$ cat config.mk
export PLATFORM = sky130hd
export DESIGN_NAME = chip_cycle
export DESIGN_NICKNAME = d
export VERILOG_FILES = /design/src/rtl/chip_cycle_pkg.sv /design/src/rtl/chip_cycle.sv
export SDC_FILE = /design/constraint.sdc
export NUM_CORES = 1
export LEC_CHECK = 0
export CAP_MARGIN = 20
export CORE_AREA = 2 2 66 68
export DETAILED_ROUTE_END_ITERATION = 12
export DIE_AREA = 0 0 68 70
export PLACE_DENSITY = 0.39
export SLEW_MARGIN = 0
export SYNTH_ARGS = -nofsm -noshare
export SYNTH_HDL_FRONTEND = slang
export SYNTH_SLANG_ARGS = --single-unit
$ cat constraint.sdc
create_clock -name clk -period 2.9 [get_ports clk]
set_input_delay 0.29 -clock clk [delete_from_list [all_inputs] [get_ports clk]]
set_output_delay 0.29 -clock clk [all_outputs]
set_load 0.005 [all_outputs]
$ cat src/rtl/chip_cycle_pkg.sv
// Shared definitions for the sound-chip bus cycle generator and the filter
// stage that feeds it: chip target codes, FSM state encoding and the default
// phase timings in clock cycles.
package chip_cycle_pkg;

  typedef enum logic [1:0] {
    CHIP_YM0  = 2'b00,
    CHIP_YM1  = 2'b01,
    CHIP_SAA  = 2'b10,
    CHIP_NONE = 2'b11
  } chip_e;

  typedef enum logic [1:0] {
    ST_IDLE  = 2'd0,
    ST_SETUP = 2'd1,
    ST_PULSE = 2'd2,
    ST_HOLD  = 2'd3
  } state_e;

  localparam int DEF_YM_SETUP  = 1;
  localparam int DEF_YM_PULSE  = 14;
  localparam int DEF_YM_HOLD   = 2;
  localparam int DEF_SAA_SETUP = 3;
  localparam int DEF_SAA_PULSE = 6;
  localparam int DEF_SAA_HOLD  = 1;

  // Either YM accepts reads and writes; the SAA is write-only and code 11
  // addresses nothing, so those requests never start a bus cycle.
  function automatic logic validTarget(input logic wr, input logic [1:0] chip);
    return (chip == CHIP_YM0) || (chip == CHIP_YM1) || ((chip == CHIP_SAA) && wr);
  endfunction

endpackage

$ cat src/rtl/chip_cycle.sv
// Bus cycle generator for two YM chips and one SAA chip. A one-cycle request
// starts a SETUP / PULSE / HOLD sequence timed by one shared down-counter.
// Every output is a flop fed from the next-state logic, so nothing reaches
// the pins combinationally from the inputs.
module chip_cycle
  import chip_cycle_pkg::*;
#(
  parameter int YM_SETUP  = DEF_YM_SETUP,
  parameter int YM_PULSE  = DEF_YM_PULSE,
  parameter int YM_HOLD   = DEF_YM_HOLD,
  parameter int SAA_SETUP = DEF_SAA_SETUP,
  parameter int SAA_PULSE = DEF_SAA_PULSE,
  parameter int SAA_HOLD  = DEF_SAA_HOLD
) (
  input  logic       clk,
  input  logic       rst,
  input  logic       req,
  input  logic       req_wr,
  input  logic [1:0] req_chip,
  input  logic       req_a0,
  output logic       busy,
  output logic       overrun,
  output logic       rd_done,
  output logic [1:0] ym_cs_n,
  output logic       ym_rd_n,
  output logic       ym_wr_n,
  output logic       ym_a0,
  output logic       saa_cs_n,
  output logic       saa_wr_n,
  output logic       saa_a0
);

  // The counter is loaded with length-1 and the phase ends when it reads 0.
  localparam logic [3:0] YmSetupLd  = 4'(YM_SETUP - 1);
  localparam logic [3:0] YmPulseLd  = 4'(YM_PULSE - 1);
  localparam logic [3:0] YmHoldLd   = 4'(YM_HOLD - 1);
  localparam logic [3:0] SaaSetupLd = 4'(SAA_SETUP - 1);
  localparam logic [3:0] SaaPulseLd = 4'(SAA_PULSE - 1);
  localparam logic [3:0] SaaHoldLd  = 4'(SAA_HOLD - 1);

  state_e     state_q, state_d;
  logic [3:0] cnt_q, cnt_d;
  logic       wrLat_q, wrLat_d;
  logic [1:0] chipLat_q, chipLat_d;
  logic       isSaa_d;

  logic       busy_q, busy_d;
  logic       overrun_q, overrun_d;
  logic       rdDone_q, rdDone_d;
  logic [1:0] ymCsN_q, ymCsN_d;
  logic       ymRdN_q, ymRdN_d;
  logic       ymWrN_q, ymWrN_d;
  logic       ymA0_q, ymA0_d;
  logic       saaCsN_q, saaCsN_d;
  logic       saaWrN_q, saaWrN_d;
  logic       saaA0_q, saaA0_d;

  // Phase sequencing, request latching and overrun detection.
  always_comb begin
    state_d   = state_q;
    cnt_d     = cnt_q;
    wrLat_d   = wrLat_q;
    chipLat_d = chipLat_q;
    ymA0_d    = ymA0_q;
    saaA0_d   = saaA0_q;
    overrun_d = req && (state_q != ST_IDLE);
    unique case (state_q)
      ST_IDLE: begin
        if (req && validTarget(req_wr, req_chip)) begin
          state_d   = ST_SETUP;
          wrLat_d   = req_wr;
          chipLat_d = req_chip;
          if (req_chip == CHIP_SAA) begin
            cnt_d   = SaaSetupLd;
            saaA0_d = req_a0;
          end else begin
            cnt_d  = YmSetupLd;
            ymA0_d = req_a0;
          end
        end
      end
      ST_SETUP: begin
        if (cnt_q == 4'd0) begin
          state_d = ST_PULSE;
          cnt_d   = (chipLat_q == CHIP_SAA) ? SaaPulseLd : YmPulseLd;
        end else begin
          cnt_d = cnt_q - 4'd1;
        end
      end
      ST_PULSE: begin
        if (cnt_q == 4'd0) begin
          state_d = ST_HOLD;
          cnt_d   = (chipLat_q == CHIP_SAA) ? SaaHoldLd : YmHoldLd;
        end else begin
          cnt_d = cnt_q - 4'd1;
        end
      end
      ST_HOLD: begin
        if (cnt_q == 4'd0) begin
          state_d = ST_IDLE;
        end else begin
          cnt_d = cnt_q - 4'd1;
        end
      end
      default: state_d = ST_IDLE;
    endcase
  end

  // Pin values for the coming cycle, decoded from the phase being entered.
  always_comb begin
    isSaa_d  = (chipLat_d == CHIP_SAA);
    busy_d   = (state_d != ST_IDLE);
    ymCsN_d  = 2'b11;
    ymRdN_d  = 1'b1;
    ymWrN_d  = 1'b1;
    saaCsN_d = 1'b1;
    saaWrN_d = 1'b1;
    rdDone_d = 1'b0;
    if (isSaa_d) begin
      saaCsN_d = !((state_d == ST_SETUP) || (state_d == ST_PULSE));
      saaWrN_d = !(state_d == ST_PULSE);
    end else if (state_d == ST_PULSE) begin
      ymCsN_d[chipLat_d[0]] = 1'b0;
      ymRdN_d  = wrLat_d;
      ymWrN_d  = !wrLat_d;
      rdDone_d = !wrLat_d && (cnt_d == 4'd0);
    end
  end

  // State, counter, latches and output flops; reset wins over any request.
  always_ff @(posedge clk) begin
    if (rst) begin
      state_q   <= ST_IDLE;
      cnt_q     <= 4'd0;
      wrLat_q   <= 1'b0;
      chipLat_q <= CHIP_NONE;
      busy_q    <= 1'b0;
      overrun_q <= 1'b0;
      rdDone_q  <= 1'b0;
      ymCsN_q   <= 2'b11;
      ymRdN_q   <= 1'b1;
      ymWrN_q   <= 1'b1;
      ymA0_q    <= 1'b0;
      saaCsN_q  <= 1'b1;
      saaWrN_q  <= 1'b1;
      saaA0_q   <= 1'b0;
    end else begin
      state_q   <= state_d;
      cnt_q     <= cnt_d;
      wrLat_q   <= wrLat_d;
      chipLat_q <= chipLat_d;
      busy_q    <= busy_d;
      overrun_q <= overrun_d;
      rdDone_q  <= rdDone_d;
      ymCsN_q   <= ymCsN_d;
      ymRdN_q   <= ymRdN_d;
      ymWrN_q   <= ymWrN_d;
      ymA0_q    <= ymA0_d;
      saaCsN_q  <= saaCsN_d;
      saaWrN_q  <= saaWrN_d;
      saaA0_q   <= saaA0_d;
    end
  end

  assign busy     = busy_q;
  assign overrun  = overrun_q;
  assign rd_done  = rdDone_q;
  assign ym_cs_n  = ymCsN_q;
  assign ym_rd_n  = ymRdN_q;
  assign ym_wr_n  = ymWrN_q;
  assign ym_a0    = ymA0_q;
  assign saa_cs_n = saaCsN_q;
  assign saa_wr_n = saaWrN_q;
  assign saa_a0   = saaA0_q;

endmodule
## Yosys cells after proc, flatten, opt, wreduce, memory -nomap -nowiden

Index checks and enable logic that the tools add are counted.

| storage, ports and cells | value |
|---|---|
| register bits after elaboration | 20 |
| output and inout port bits | 11 |
| word-level logic and storage cells | 70 |

| operators by class | value |
|---|---|
| add/sub/neg operators | 1 |
| $lt $le $gt $ge | 2 |
| eq/ne operators | 9 |
| muxes and demuxes | 19 |
| bitwise gates (word level) | 4 |
| reductions and logical operators | 21 |

Operators by type and width:

| operator | number |
|---|---|
| $mux W4 | 5 |
| $pmux W4 S4 | 1 |
| $mux W2 | 7 |
| $eq A2 B2 Y1 const B | 6 |
| $logic_not A4 Y1 | 2 |
| $pmux W2 S4 | 1 |
| $eq A2 B1 Y1 const B | 3 |
| $reduce_and A3 Y1 | 2 |
| $logic_and A1 B1 Y1 | 5 |
| $logic_not A2 Y1 | 2 |
| $mux W1 | 4 |
| $reduce_bool A2 Y1 | 2 |
| $sub A4 B1 Y4 const B | 1 |
| $logic_not A1 Y1 | 3 |
| $logic_or A1 B1 Y1 | 3 |
| $not A1 Y1 | 3 |
| $reduce_or A3 Y1 | 1 |
| $lt A1 B2 Y1 const B | 1 |
| $not A2 Y2 | 1 |
| $reduce_or A2 Y1 | 1 |
| $demux W1 S1 | 1 |
| $ge A1 B1 Y1 const B | 1 |

## Depth between registers and ports, before layout

| logic depth | value |
|---|---|
| depth in word-level cells | 11 |
| mapped depth | 10 |
| mapped depth without buffers | 10 |

## Worst setup path after synthesis

OpenSTA, ideal clock, no wires.

| timing path | value |
|---|---|
| kind | register -> register |
| start | register cnt_q[0] |
| end | register rdDone_q (netlist: rd_done) |
| setup time | 0.088 ns |
| arrival time | 1.863 ns |
| setup slack | 0.949 ns |
| stages on the path, launching flop included | 11 |
| path buffers | 0 |
| clock period less this slack | 1.951 ns |
| path through | dfxtp_1 > inv_1 > ha_1 > nor3b_4 > nand2_1 > o21ai_0 > o21ai_0 > ha_1 > nor2b_1 > o21ai_0 > nor4_2 |

| between the ends | value |
|---|---|
| cells in the longest elaborated chain, start to end | 6 |

RTL lines:

| what | RTL line | source |
|---|---|---|
| from (decl) | chip_cycle.sv:42 | `logic [3:0] cnt_q, cnt_d;` |
| from (signal assigned) | chip_cycle.sv:149 | `cnt_q <= cnt_d;` |
| branches (longest 6 deep; another with $sub A4 B1 Y4) | - |  |
| to (signal assigned) | chip_cycle.sv:154 | `rdDone_q <= rdDone_d;` |
| to (decl) | chip_cycle.sv:49 | `logic rdDone_q, rdDone_d;` |

Several ways; the timed one is not identified.
A chain may end at the register's enable or synchronous reset.

## Worst setup path after layout

Same ends and word-level chain as after synthesis.

==> flow_summary.yaml <==
run_status:
  run_status: "completed"
run:
  drv_cap: 0
place:
  dp_hpwl_um: 1690
  dpl_cell_area_mm2: 0.00119
  io_buffers: 17
  gp_congestion: 0.793
routing:
  firstDrtPassIters: 4
  drc: 0
  wl_per_cell_um: 12.5
  avgViaCountPerCell: 4.61
  first_iter_violations: 43
  ant_nets: 0
  totalWireLength_um: 2270
  dr_total_vias: 834
yosys:
  synth-seq-area-share_pct: 41.0
  syn_nets: 123
  ys_ff_latch: 20
  synthFlopType: "dfxtp_1"
  asyncSetResetFlopFracSynth_pct: 0
  synth_area_leader_cell: "dfxtp_1"
  ys_top_cells_by_area: "dfxtp_1 41%, ha_1 5.1%, nor2_1 5.0%"
  synth_edf_count: 0
  ys_types: 36
  yosysMostFrequentCell: "dfxtp_1"
  ys_top_cells_by_count: "20 x dfxtp_1, 13 x nor2_1, 9 x nand2_1"
  syn_avg_cell_area_um2: 8.71
  synth_top_area_share_pct: 41.0
  yosysWarnings: 0
  syn_inst: 112
  syn_area_um2: 976
floorplan:
  die_h_um: 70
  row_count: 24
  pin_count: 18
  floorplan.die_area_mm2: 0.00476
  dieWidth_um: 68
  core_mm2: 0.00414
  initial_core_util_pct: 23.6
clocking:
  path_clk_slew_ps: 80
  root_buffer: "clkbuf_8"
  cts_tree: "done"
  post-cts-setup-buffers: 0
  cts_buffer_depth: 2
  cts_resized: 0
  cts_hold_buf: 0
  cts_made_buffers: 3
  clock-sinks: 20
  clock_latency_ps: 270
  htreeDepth: 1
power_and_ir_drop:
  ir_drop_uv: 364
  seqPwrFrac_pct: 33.3
  p_switching_w: 0.000524
  clockPowerShare_pct: 21.1
  internal_power_w: 0.000820
  p_sw_share_pct: 39.0
  powerDensity_mw_per_mm2: 1070
  pwr-share-comb_pct: 45.5
  p_leak_nw: 0.502
final_layout:
  drive_gt1_share_pct: 9.30
  syn_to_final_growth_pct: 29.2
  fin_area_mm2: 0.00126
  antennaDiodeCount: 0
  fin_nets: 141
  multi_input_area_um2: 520
  fill_cells: 455
  final_util_pct: 30.4
  regArea_um2: 400
setup_path:
  crit_arrival_ps: 2520
  crit_fanout: 6
  r2r_end: "rd_done"
  cp-startpoint: "cnt_q[0]"
  endpoint: "rd_done"
  critPathLaunchType: "flip-flop"
  cp-end-kind: "flip-flop"
  cp_common_cell: "o21ai_0"
  cp_slowest_stage_delay_ps: 380
  critPathKind: "flip-flop to flip-flop"
  r2r_start: "cnt_q[0]"
  crit_required_ps: 3080
  critPathSlowestCell: "dfxtp_1"
  r2r_cells: 10
  cp_cell_sequence: "inv_1, ha_1, nor3b_4, nand2_1, o21ai_0, o21ai_0, ha_1, nor2b_1, o21ai_0, nor4_2"
  r2r_setup_slack_ps: 560
sta:
  setup_viol: 0
  fmax_ghz: 0.428
  rsz0062_at_grt: "false"
  period_share_pct: 80.6
  fin_crit_ps: 2340
  slew-limit-headroom_pct: 66.8
  tightest_slew_ps: 496
  drv_slew: 0
  fin_setup_tns_ps: 0
  fin_skew_ps: 5.27
  hold_viol: 0
global_route:
  grt_pass1_wl_um: 3860
  grt_usage_pct: 10.8
  antenna_found_initial: 0
  grt_max_degree: 14
  grt_pass1_vias: 796
  grt_overflow: 0
hold_path:
  hp-class: "flip-flop to flip-flop"
==> worst min path at each step <==
stage	from	slack, ps	end	depth (start not counted)
after floorplan	rst	410	chipLat_q[0]	2
after global placement	saa_a0	450	saa_a0	2
after detailed placement	saa_a0	460	saa_a0	2
after CTS	saa_a0	470	saa_a0	2
after global routing	saa_a0	500	saa_a0	2
final	saa_a0	460	saa_a0	2
==> critical path: cells and delay by family (launching register included) <==
kind                     cells  cell delay (ps)
AO/OA/AOI/OAI                3              640
buffers and inverters        1               70
flip-flops                   1              380
adder cells (fa/ha/maj)      2              440
AND/OR/NAND/NOR              4              730
==> layout make-up <==
cell class | count | area share, %
Sequential cell | 20 | 31.7
Timing Repair Buffer | 18 | 14.1
Clock buffer | 3 | 3.27
Clock inverter | 1 | 2.38
Multi-Input combinational cell | 80 | 41.3
Inverter | 7 | 2.08
Tap cell | 52 | 5.16
==> cell usage in the layout (no fill, tap or decap), types with 2 or more instances in the layout <==
master            n
dfxtp_1          20
clkdlybuf4s50_1  17
nor2_1           13
nand2_1           9
o21ai_0           8
inv_1             7
nor3_1            7
nand3_1           5
a21oi_1           4
ha_1              4
nand2b_1          3
mux2i_1           3
clkbuf_8          3
o311a_1           2
and3_1            2
==> metal layers <==
layer  up-vias  share of wire, %  global-route usage (%)
met5         -                 0                       0
met4         0               1.6                    4.00
li1        427                 -                       -
met1       388                50                    14.9
met3         5               4.5                    3.38
met2        14                44                    15.6
==> sequential cells by signal, summed over array words and instances (netlist names) <==
name	cells
saa_cs_n	1
state_q	2
wrLat_q	1
ym_rd_n	1
saa_wr_n	1
ym_wr_n	1
saa_a0	1
rd_done	1
chipLat_q	2
busy	1
ym_a0	1
cnt_q	4
ym_cs_n	2
overrun	1
==> metrics by stage <==
| stage | setup WS [ps] | cells | power [W] | hold WS, ps |
|---|---|---|---|---|
| 2_1_floorplan | 949 | 112 | 0.000895 | 407 |
| 3_3_place_gp | 386 | 177 | 0.00107 | 449 |
| 3_5_place_dp | 320 | 177 | 0.00106 | 459 |
| 4_1_cts | 542 | 181 | 0.00136 | 471 |
| 5_1_grt | 244 | 181 | 0.00147 | 500 |
| 6_report | 563 | 181 | 0.00134 | 463 |
==> cell families (layout without fill, tap and decap cells) <==
family | count (synthesis) | count (layout) | share of synthesized area, %
multiplexers | 3 | 3 | 3.08
XOR/XNOR | 1 | 1 | 0.898
AO/OA/AOI/OAI | 20 | 20 | 13.7
flip-flops | 20 | 20 | 41.0
buffers and inverters | 12 | 29 | 5.64
adder cells (fa/ha/maj) | 4 | 4 | 5.13
AND/OR/NAND/NOR | 52 | 52 | 30.5
==> power groups by stage <==
stage	logic, W	registers (W)	clock network (W)
after floorplan	0.000489	0.000406	0
after global placement	0.000619	0.000454	0
after detailed placement	0.000609	0.000454	0
after CTS	0.000616	0.000447	0.000295
after global routing	0.000704	0.000460	0.000304
final	0.000612	0.000448	0.000284
(Power assumes the default switching activity.)
